--- config.mk ---
export PLATFORM = sky130hd
export DESIGN_NAME = mvm_stream_ctrl_flat
export DESIGN_NICKNAME = d
export VERILOG_FILES = /design/src/rtl/mvm_stream_ctrl_if.sv /design/src/rtl/mvm_stream_ctrl.sv /design/src/flat_wrapper.sv
export SDC_FILE = /design/constraint.sdc
export NUM_CORES = 1
export LEC_CHECK = 0
export ABC_AREA = 1
export BUFFER_PORTS_ARGS = -buffer_cell sky130_fd_sc_hd__buf_2
export CELL_PAD_IN_SITES_DETAIL_PLACEMENT = 1
export CELL_PAD_IN_SITES_GLOBAL_PLACEMENT = 2
export CORE_MARGIN = 2
export CORE_UTILIZATION = 25
export DETAILED_ROUTE_END_ITERATION = 12
export PLACE_DENSITY_LB_ADDON = 0.1
export SLEW_MARGIN = 25
export SYNTH_ARGS = -nofsm -noshare
export SYNTH_HDL_FRONTEND = slang
export SYNTH_SLANG_ARGS = --single-unit
--- constraint.sdc ---
create_clock -name clk -period 1.2 [get_ports clk]
set_input_delay 0.24 -clock clk [delete_from_list [all_inputs] [get_ports clk]]
set_output_delay 0.24 -clock clk [all_outputs]
set_load 0.1 [all_outputs]
--- src/rtl/mvm_stream_ctrl_if.sv ---
// Handshake and datapath-control bundle for the MVM streaming sequencer.
//   s_valid/s_ready         : input word stream (data travels on the datapath)
//   m_valid/m_ready/m_last  : y output stream (data comes from the datapath)
//   addr_a/wr_en_a          : mem_a address and write enable
//   addr_x/wr_en_x          : mem_x address and write enable
//   addr_y/wr_en_y          : mem_y address and write enable
//   clear_acc               : accumulator loads 0 at the next edge
// The master modport is the controller. The slave modport is the environment,
// which is the upstream source, the downstream consumer and the datapath.
interface mvm_stream_ctrl_if #(
  parameter int MAT_SCALE        = 4,
  parameter int VEC_MEM_SIZE_LOG = $clog2(MAT_SCALE),
  parameter int MAT_MEM_SIZE_LOG = $clog2(MAT_SCALE * MAT_SCALE)
);
  logic                        s_valid;
  logic                        s_ready;
  logic                        m_valid;
  logic                        m_ready;
  logic                        m_last;
  logic [MAT_MEM_SIZE_LOG-1:0] addr_a;
  logic                        wr_en_a;
  logic [VEC_MEM_SIZE_LOG-1:0] addr_x;
  logic                        wr_en_x;
  logic [VEC_MEM_SIZE_LOG-1:0] addr_y;
  logic                        wr_en_y;
  logic                        clear_acc;

  modport master (
    input  s_valid, m_ready,
    output s_ready, m_valid, m_last,
           addr_a, wr_en_a, addr_x, wr_en_x, addr_y, wr_en_y, clear_acc
  );

  modport slave (
    output s_valid, m_ready,
    input  s_ready, m_valid, m_last,
           addr_a, wr_en_a, addr_x, wr_en_x, addr_y, wr_en_y, clear_acc
  );
endinterface

--- src/rtl/mvm_stream_ctrl.sv ---
// Streaming sequencer for the shared MVM datapath (mem_a, mem_x, mem_y, MAC, accumulator).
// The block accepts the matrix A as N*N words in row-major order, then the vector x as
// N words. It then runs the MAC loop and streams y[0..N-1] out. Only addresses and
// enables are driven from here. The data words go straight to and from the datapath.
// Ports:
//   clk   : rising-edge clock
//   reset : asynchronous, active-high; returns the block to INIT
//   bus   : mvm_stream_ctrl_if.master. It carries s_valid/s_ready,
//           m_valid/m_ready/m_last, addr_a/wr_en_a, addr_x/wr_en_x,
//           addr_y/wr_en_y and clear_acc.
module mvm_stream_ctrl #(
  parameter int MAT_SCALE        = 4,
  parameter int VEC_MEM_SIZE_LOG = $clog2(MAT_SCALE),
  parameter int MAT_MEM_SIZE_LOG = $clog2(MAT_SCALE * MAT_SCALE)
) (
  input  logic               clk,
  input  logic               reset,
  mvm_stream_ctrl_if.master  bus
);

  localparam logic [MAT_MEM_SIZE_LOG-1:0] A_LAST = MAT_MEM_SIZE_LOG'(MAT_SCALE * MAT_SCALE - 1);
  localparam logic [VEC_MEM_SIZE_LOG-1:0] V_LAST = VEC_MEM_SIZE_LOG'(MAT_SCALE - 1);

  typedef enum logic [2:0] {
    INIT,
    LOAD_A,
    LOAD_X,
    COMPUTE,
    DRAIN,
    OUT_RD,
    OUT_VAL
  } state_t;

  state_t                      state_q, state_d;
  logic [MAT_MEM_SIZE_LOG-1:0] a_q, a_d;
  logic [VEC_MEM_SIZE_LOG-1:0] x_q, x_d;
  logic [VEC_MEM_SIZE_LOG-1:0] y_q, y_d;

  // In COMPUTE the A and x counters double as c and c mod N. y_q counts the
  // completed rows, so it already holds c/N-1 when a row result is written.
  assign bus.addr_a = a_q;
  assign bus.addr_x = x_q;
  assign bus.addr_y = y_q;

  always_ff @(posedge clk or posedge reset) begin
    if (reset) begin
      state_q <= INIT;
      a_q     <= '0;
      x_q     <= '0;
      y_q     <= '0;
    end else begin
      state_q <= state_d;
      a_q     <= a_d;
      x_q     <= x_d;
      y_q     <= y_d;
    end
  end

  always_comb begin
    state_d       = state_q;
    a_d           = a_q;
    x_d           = x_q;
    y_d           = y_q;
    bus.s_ready   = 1'b0;
    bus.m_valid   = 1'b0;
    bus.m_last    = 1'b0;
    bus.wr_en_a   = 1'b0;
    bus.wr_en_x   = 1'b0;
    bus.wr_en_y   = 1'b0;
    bus.clear_acc = 1'b0;

    unique case (state_q)
      INIT: state_d = LOAD_A;

      LOAD_A: begin
        bus.s_ready = 1'b1;
        if (bus.s_valid) begin
          bus.wr_en_a = 1'b1;
          if (a_q == A_LAST) begin
            a_d     = '0;
            state_d = LOAD_X;
          end else begin
            a_d = a_q + MAT_MEM_SIZE_LOG'(1);
          end
        end
      end

      LOAD_X: begin
        bus.s_ready = 1'b1;
        if (bus.s_valid) begin
          bus.wr_en_x = 1'b1;
          if (x_q == V_LAST) begin
            x_d     = '0;
            state_d = COMPUTE;
          end else begin
            x_d = x_q + VEC_MEM_SIZE_LOG'(1);
          end
        end
      end

      // Reads lag addresses by one cycle. At the start of a row, add_out therefore
      // holds the finished previous row. The same cycle writes that row and clears acc.
      COMPUTE: begin
        bus.clear_acc = (x_q == '0);
        if (a_q != '0 && x_q == '0) begin
          bus.wr_en_y = 1'b1;
          y_d         = y_q + VEC_MEM_SIZE_LOG'(1);
        end
        x_d = (x_q == V_LAST) ? '0 : x_q + VEC_MEM_SIZE_LOG'(1);
        if (a_q == A_LAST) begin
          a_d     = '0;
          state_d = DRAIN;
        end else begin
          a_d = a_q + MAT_MEM_SIZE_LOG'(1);
        end
      end

      DRAIN: begin
        bus.wr_en_y   = 1'b1;
        bus.clear_acc = 1'b1;
        y_d           = '0;
        state_d       = OUT_RD;
      end

      OUT_RD: state_d = OUT_VAL;

      OUT_VAL: begin
        bus.m_valid = 1'b1;
        bus.m_last  = (y_q == V_LAST);
        if (bus.m_ready) begin
          if (y_q == V_LAST) begin
            y_d     = '0;
            a_d     = '0;
            x_d     = '0;
            state_d = LOAD_A;
          end else begin
            y_d     = y_q + VEC_MEM_SIZE_LOG'(1);
            state_d = OUT_RD;
          end
        end
      end

      default: state_d = INIT;
    endcase
  end

endmodule
--- src/flat_wrapper.sv ---
// flat-port wrapper written by rule: the top's interface ports become plain ports
module mvm_stream_ctrl_flat 
#(
  parameter int MAT_SCALE        = 4,
  parameter int VEC_MEM_SIZE_LOG = $clog2(MAT_SCALE),
  parameter int MAT_MEM_SIZE_LOG = $clog2(MAT_SCALE * MAT_SCALE)
)
  (clk, reset, bus_s_valid, bus_m_ready, bus_s_ready, bus_m_valid, bus_m_last, bus_addr_a, bus_wr_en_a, bus_addr_x, bus_wr_en_x, bus_addr_y, bus_wr_en_y, bus_clear_acc);
  mvm_stream_ctrl_if #(.MAT_SCALE(MAT_SCALE), .VEC_MEM_SIZE_LOG(VEC_MEM_SIZE_LOG), .MAT_MEM_SIZE_LOG(MAT_MEM_SIZE_LOG)) bus_i ();
  input  logic clk;
  input  logic reset;
  input wire logic [$bits(bus_i.s_valid)-1:0] bus_s_valid;
  input wire logic [$bits(bus_i.m_ready)-1:0] bus_m_ready;
  output wire logic [$bits(bus_i.s_ready)-1:0] bus_s_ready;
  output wire logic [$bits(bus_i.m_valid)-1:0] bus_m_valid;
  output wire logic [$bits(bus_i.m_last)-1:0] bus_m_last;
  output wire logic [$bits(bus_i.addr_a)-1:0] bus_addr_a;
  output wire logic [$bits(bus_i.wr_en_a)-1:0] bus_wr_en_a;
  output wire logic [$bits(bus_i.addr_x)-1:0] bus_addr_x;
  output wire logic [$bits(bus_i.wr_en_x)-1:0] bus_wr_en_x;
  output wire logic [$bits(bus_i.addr_y)-1:0] bus_addr_y;
  output wire logic [$bits(bus_i.wr_en_y)-1:0] bus_wr_en_y;
  output wire logic [$bits(bus_i.clear_acc)-1:0] bus_clear_acc;
  assign bus_i.s_valid = bus_s_valid;
  assign bus_i.m_ready = bus_m_ready;
  assign bus_s_ready = bus_i.s_ready;
  assign bus_m_valid = bus_i.m_valid;
  assign bus_m_last = bus_i.m_last;
  assign bus_addr_a = bus_i.addr_a;
  assign bus_wr_en_a = bus_i.wr_en_a;
  assign bus_addr_x = bus_i.addr_x;
  assign bus_wr_en_x = bus_i.wr_en_x;
  assign bus_addr_y = bus_i.addr_y;
  assign bus_wr_en_y = bus_i.wr_en_y;
  assign bus_clear_acc = bus_i.clear_acc;
  mvm_stream_ctrl #(.MAT_SCALE(MAT_SCALE), .VEC_MEM_SIZE_LOG(VEC_MEM_SIZE_LOG), .MAT_MEM_SIZE_LOG(MAT_MEM_SIZE_LOG)) u_core (.clk(clk), .reset(reset), .bus(bus_i));
endmodule
==> summary.json, run 1 <==
{
  "worstReg2RegStart": {"value": "u_core.state_q[2]"},
  "synth_top_cell_by_area": {"value": "sky130_fd_sc_hd__dfrtp_1"},
  "number_of_instances_on_the_worst_hold_path": {"value": 4},
  "critPathMaxFanout": {"value": 2},
  "routedWlPerCell": {"value": 15.0, "unit": "µm"},
  "clock_insertion_delay_worst_skew": {"value": 290, "unit": "ps"},
  "worst-endpoint-required": {"value": 960, "unit": "ps"},
  "diodes": {"value": 0},
  "design.portCount": {"value": 19},
  "final.setup.worst_slack": {"value": -421, "unit": "ps"},
  "final_cell_count_without_fillers": {"value": 219},
  "relSlewSlack": {"value": 68.2, "unit": "%"},
  "synthDistinctLibCells": {"value": 20},
  "post_synth.cell_area_avg": {"value": 7.18, "unit": "µm²"},
  "drt-pass1-iter-count": {"value": 4},
  "final_layout_size_suffix_gt1_share": {"value": 68.0, "unit": "%"},
  "final.setup_skew": {"value": 0.447, "unit": "ps"},
  "postSynthNetCount": {"value": 121},
  "routed_wl": {"value": 3280, "unit": "µm"},
  "yosysWarnings": {"value": 0},
  "setup.worst_path.end_class": {"value": "output pin"},
  "fp.coreArea": {"value": 3050, "unit": "µm²"},
  "clock_tree.htree_level_count": {"value": 1},
  "area_growth_synth_to_finish": {"value": 130, "unit": "%"},
  "drt_drc_violations_left": {"value": 0},
  "hold-path-endpoint": {"value": "u_core.state_q[2]"},
  "criticalPathCategory": {"value": "flop to output pin"},
  "cap_viol_max_count": {"value": 0},
  "period_minus_slack": {"value": 1620, "unit": "ps"},
  "width_of_the_chip": {"value": 60.7, "unit": "µm"},
  "timing.fmax": {"value": 617, "unit": "MHz"},
  "final_hold_viol_count": {"value": 0},
  "post_synthesis_instance_area": {"value": 805, "unit": "µm²"},
  "vias": {"value": 998},
  "synth_cells": {"value": 112},
  "cts_tree": {"value": "done"},
  "cp-start-kind": {"value": "flop"},
  "r2r-end": {"value": "u_core.bus.addr_a[0]"},
  "row_count": {"value": 20},
  "post_synth_main_area_contributors": {"value": "sky130_fd_sc_hd__dfrtp_1, sky130_fd_sc_hd__nand2_1, sky130_fd_sc_hd__ha_1"},
  "initial_utilization": {"value": 26.4, "unit": "%"},
  "postSynth.asyncResetShare": {"value": 100, "unit": "%"},
  "slew_at_the_pin_with_the_worst_max_slew_slack": {"value": 477, "unit": "ps"},
  "global_route_wire_length_before_repair": {"value": 4860, "unit": "µm"},
  "grt_setup_unrepaired": {"value": "true"},
  "clk_path_buf_depth": {"value": 2},
  "timing.reg2reg.setup_slack": {"value": -300, "unit": "ps"},
  "run_status": {"value": "complete, but fails checks"},
  "drt-vias-per-instance": {"value": 4.56},
  "final_common_cell": {"value": "sky130_fd_sc_hd__buf_4"},
  "violations_in_the_final_reports": {"value": "setup timing"},
  "critical_path.max_stage_delay": {"value": 490, "unit": "ps"},
  "clockRootBuffer": {"value": "sky130_fd_sc_hd__clkbuf_4"},
  "drtIter0Drc": {"value": 19},
  "critPathSlowestCell": {"value": "sky130_fd_sc_hd__dfrtp_4"},
  "final-max-slew-violation-count": {"value": 0},
  "place.detailed.instances": {"value": 198},
  "number_of_setup_violations_in_the_final_report": {"value": 26},
  "numPortBuffers": {"value": 18},
  "antenna_violations_before_repair": {"value": 0},
  "critical_path.cell_chain": {"value": "inv_4 > ha_4 > nand3_2 > nand2_4 > buf_12"},
  "yosys_register_bits": {"value": 11},
  "die_y": {"value": 60.7, "unit": "µm"},
  "clkTransAtPathRegs": {"value": 80, "unit": "ps"},
  "gr-total-overflow": {"value": 0},
  "post-route-period-util": {"value": 135, "unit": "%"},
  "synth_enable_flop_cells": {"value": 0},
  "layout_common_cells": {"value": "sky130_fd_sc_hd__buf_4, sky130_fd_sc_hd__nand2_1, sky130_fd_sc_hd__buf_6, sky130_fd_sc_hd__buf_12"},
  "pre_cts_ws": {"value": -219, "unit": "ps"},
  "whs": {"value": 284, "unit": "ps"},
  "design.die.area": {"value": 3690, "unit": "µm²"},
  "ys.flop_type": {"value": "sky130_fd_sc_hd__dfrtp_1"},
  "antenna_left": {"value": 0},
  "worstRegToRegCells": {"value": 10},
  "min_path_type": {"value": "input port to flop"},
  "grt_start_max_net_pins": {"value": 12},
  "number_of_buffers_created_by_cts": {"value": 3},
  "finalSetupTns": {"value": -5610, "unit": "ps"},
  "clock_sinks": {"value": 11},
  "fin_nets": {"value": 185},
  "gp_routability_congestion": {"value": 0.742},
  "synth_top_area_share": {"value": 34.2, "unit": "%"},
  "critical_path_arrival": {"value": 1380, "unit": "ps"},
  "post-dp-hpwl": {"value": 2210, "unit": "µm"},
  "sequential_element_share_of_the_synthesized_area": {"value": 34.2, "unit": "%"},
  "first_global_vias": {"value": 1078},
  "global_route.usage.total": {"value": 18.8, "unit": "%"},
  "worstHoldStart": {"value": "bus_m_ready"}
}
==> how the worst max path moves through the flow <==
stage,startpoint,end,depth (start not counted)
2_1_floorplan,u_core.state_q[0],u_core.bus.addr_x[0],7
3_3_place_gp,u_core.state_q[0],bus_wr_en_x,4
3_5_place_dp,u_core.state_q[2],bus_clear_acc,7
4_1_cts,u_core.bus.addr_x[0],bus_wr_en_y,5
5_1_grt,u_core.state_q[0],bus_wr_en_y,6
6_report,u_core.bus.addr_x[0],bus_wr_en_y,5
==> metrics by stage <==
| step | utilization (%) | instance area, µm² |
|---|---|---|
| 3_5_place_dp | 49.8 | 1520 |
| 3_3_place_gp | 49.8 | 1520 |
| 5_1_grt | 60.6 | 1850 |
| 4_1_cts | 58.2 | 1780 |
| 2_1_floorplan | - | 975 |
| 6_report | 60.6 | 1850 |
==> cells in the mapped netlist (2+ instances only) <==
cell type                 instances
sky130_fd_sc_hd__nand3_1         12
sky130_fd_sc_hd__nand2_1         33
sky130_fd_sc_hd__ha_1             5
sky130_fd_sc_hd__o21ai_1          9
sky130_fd_sc_hd__inv_1           11
sky130_fd_sc_hd__nor2_1           9
sky130_fd_sc_hd__inv_2            5
sky130_fd_sc_hd__dfrtp_1         11
sky130_fd_sc_hd__o21ai_0          2
sky130_fd_sc_hd__nand4_1          5
==> area by class of cell <==
type,count,area [µm²]
inverter,16,75.1
fill,358,1200
tap,44,55.1
multi-input combinational,84,694
sequential,11,302
clock buffer,4,26.3
timing repair buffer,60,697
==> state kept, by name, indices dropped and copies added, names as in the netlist <==
register and cells:
u_core.bus.addr_y 2, u_core.bus.addr_x 2, u_core.bus.addr_a 4, u_core.state_q 3
==> repair_timing <==
item,CTS,global route
buffers inserted,14,6
resized for setup,31,17
pin swaps,11,11
hold endpoints to repair,11,0
hold buffers,1,0
setup endpoints to repair,26,26
==> metal layers <==
metal | wire, µm | track usage [%]
met5 | 0 | 0
met4 | 56 | 8.70
met3 | 81 | 2.99
met1 | 1320 | 21.6
met2 | 1830 | 33.8
==> worst max-delay path, delay by kind of cell (launching register included) <==
kind / cells / cell delay [ps]
buffers and inverters: 2 / 240
and+or+nand+nor: 2 / 200
adders and majority gates: 1 / 160
DFF: 1 / 490
==> kinds of logic after synthesis <==
family          after synthesis  synth area share [%]
simple gates                 67                  41.7
buf+inv                      17                  8.86
compound gates               12                  7.46
flops                        11                  34.2
fa+ha+maj                     5                  7.78
Power of run 1 is not shown: default switching activity piles up to over one toggle a cycle in this logic, so the estimate is an artifact.
==> run 2: changes to the inputs <==
CELL_PAD_IN_SITES_DETAIL_PLACEMENT = 0   (was 1)
CELL_PAD_IN_SITES_GLOBAL_PLACEMENT = 1   (was 2)
CORE_UTILIZATION = 33   (was 25)
==> summary.json, run 2 (synthesis results as in run 1) <==
{
  "run_status": {"value": "complete, but fails checks"},
  "violations_in_the_final_reports": {"value": "setup timing"},
  "critPathSlowestCell": {"value": "sky130_fd_sc_hd__dfrtp_1"},
  "drt-pass1-iter-count": {"value": 5},
  "critical_path.cell_chain": {"value": "inv_2 > nand2_2 > nor2_4 > buf_6 > nand2_4 > nand2_8 > buf_12"},
  "post-route-period-util": {"value": 137, "unit": "%"},
  "global_route.usage.total": {"value": 22.0, "unit": "%"},
  "pre_cts_ws": {"value": -161, "unit": "ps"},
  "number_of_instances_on_the_worst_hold_path": {"value": 4},
  "number_of_setup_violations_in_the_final_report": {"value": 26},
  "final.setup_skew": {"value": 1.08, "unit": "ps"},
  "worstReg2RegStart": {"value": "u_core.state_q[2]"},
  "final.setup.worst_slack": {"value": -445, "unit": "ps"},
  "hold-path-endpoint": {"value": "u_core.state_q[2]"},
  "final_layout_size_suffix_gt1_share": {"value": 72.7, "unit": "%"},
  "antenna_violations_before_repair": {"value": 0},
  "design.portCount": {"value": 19},
  "diodes": {"value": 0},
  "criticalPathCategory": {"value": "flop to output pin"},
  "filler_instances": {"value": 131},
  "setup.worst_path.end_class": {"value": "output pin"},
  "cp-start-kind": {"value": "flop"},
  "worst-endpoint-required": {"value": 960, "unit": "ps"},
  "critPathMaxFanout": {"value": 2},
  "layout_common_cells": {"value": "sky130_fd_sc_hd__nand2_1, sky130_fd_sc_hd__buf_12, sky130_fd_sc_hd__buf_6, sky130_fd_sc_hd__buf_4"},
  "worstRegToRegCells": {"value": 10},
  "largest_register_ffs": {"value": 4},
  "grt_setup_unrepaired": {"value": "true"},
  "worstHoldStart": {"value": "bus_m_ready"},
  "routedWlPerCell": {"value": 14.7, "unit": "µm"},
  "numPortBuffers": {"value": 18},
  "row_count": {"value": 17},
  "fin_nets": {"value": 182},
  "initial_utilization": {"value": 35.7, "unit": "%"},
  "min_path_type": {"value": "input port to flop"},
  "drt_drc_violations_left": {"value": 0},
  "slew_at_the_pin_with_the_worst_max_slew_slack": {"value": 485, "unit": "ps"},
  "vias": {"value": 1016},
  "drt-vias-per-instance": {"value": 5.08},
  "cap_viol_max_count": {"value": 0},
  "timing.reg2reg.setup_slack": {"value": -260, "unit": "ps"},
  "width_of_the_chip": {"value": 53.4, "unit": "µm"},
  "clkTransAtPathRegs": {"value": 80, "unit": "ps"},
  "area_growth_synth_to_finish": {"value": 135, "unit": "%"},
  "clock_sinks": {"value": 11},
  "cts_tree": {"value": "done"},
  "global_route_wire_length_before_repair": {"value": 4440, "unit": "µm"},
  "die_y": {"value": 53.4, "unit": "µm"},
  "fp.coreArea": {"value": 2250, "unit": "µm²"},
  "drtIter0Drc": {"value": 20},
  "critical_path_arrival": {"value": 1400, "unit": "ps"},
  "final_hold_viol_count": {"value": 0},
  "antenna_left": {"value": 0},
  "relSlewSlack": {"value": 67.6, "unit": "%"},
  "clk_path_buf_depth": {"value": 2},
  "clockRootBuffer": {"value": "sky130_fd_sc_hd__clkbuf_4"},
  "final_design_area_no_fill": {"value": 1890, "unit": "µm²"},
  "design.die.area": {"value": 2850, "unit": "µm²"},
  "gp_routability_congestion": {"value": 0.827},
  "critical_path.max_stage_delay": {"value": 420, "unit": "ps"},
  "post_dp_cell_area": {"value": 1520, "unit": "µm²"},
  "timing.fmax": {"value": 608, "unit": "MHz"},
  "post-dp-hpwl": {"value": 1840, "unit": "µm"},
  "grt_start_max_net_pins": {"value": 12},
  "period_minus_slack": {"value": 1640, "unit": "ps"},
  "clock_tree.htree_level_count": {"value": 1},
  "first_global_vias": {"value": 984},
  "clock_insertion_delay_worst_skew": {"value": 280, "unit": "ps"},
  "final_common_cell": {"value": "sky130_fd_sc_hd__nand2_1"},
  "final-max-slew-violation-count": {"value": 0},
  "number_of_buffers_created_by_cts": {"value": 3},
  "r2r-end": {"value": "u_core.bus.addr_a[0]"},
  "routed_wl": {"value": 2940, "unit": "µm"},
  "gr-total-overflow": {"value": 0}
}
-- run 2: cell types whose count changed in the layout (fill, tap and decap cells not counted), sizes merged --
cell and change:
buf -3, clkbuf -1, inv +1
-- run 2: worst max-delay path by stage --
stage	start	endpoint	slack (ps)	depth (start not counted)
4_1_cts	u_core.state_q[2]	bus_wr_en_a	-430	6
3_5_place_dp	u_core.state_q[2]	bus_clear_acc	-160	7
2_1_floorplan	u_core.state_q[0]	u_core.bus.addr_x[0]	-380	7
5_1_grt	u_core.state_q[2]	bus_clear_acc	-470	7
3_3_place_gp	u_core.state_q[1]	bus_wr_en_x	-120	4
6_report	u_core.state_q[2]	bus_clear_acc	-440	7
-- run 2: routing by layer --
| metal | part of all wire, % | GRT usage (%) | vias up |
|---|---|---|---|
| met5 | 0 | 0 | - |
| li1 | - | - | 484 |
| met1 | 41 | 25.4 | 492 |
| met4 | 1.1 | 7.69 | 0 |
| met3 | 4.5 | 5.08 | 6 |
| met2 | 53 | 39.1 | 34 |
-- run 2: worst max-delay path: cells and delay by family (launching register included) --
kind          cells  cell delay (ps)
flops             1              420
simple gates      4              310
buf+inv           3              380
-- run 2: stage by stage --
stage | cells | util (%) | hold slack (ps) | setup TNS [ps]
global route | 200 | 84.0 | 312 | -6950
finish | 200 | 84.0 | 304 | -6140
CTS | 193 | 75.5 | 291 | -5650
detailed placement | 181 | 67.4 | 275 | -1650
floorplan | 112 | - | 92.4 | -4260
global placement | 181 | 67.4 | 269 | -1260
-- run 2: final cells by class --
class                   count  area, µm²  area share (%)
clock buffers               3       22.5            1.19
clock inverters             1       5.00           0.264
inverters                  16       67.6            3.57
multi-input cells          84        744            39.3
flip-flops and latches     11        303            16.0
well taps                  28       35.0            1.85
repair buffers             57        716            37.8
-- run 2: repair_timing --
action / in CTS / in global routing
hold buffers: 1 / 0
hold endpoints to repair: 11 / 0
pin swaps: 7 / 15
resized for setup: 21 / 36
buffers inserted: 7 / 8
setup endpoints to repair: 26 / 26
Power of run 2 is left out for the same reason.
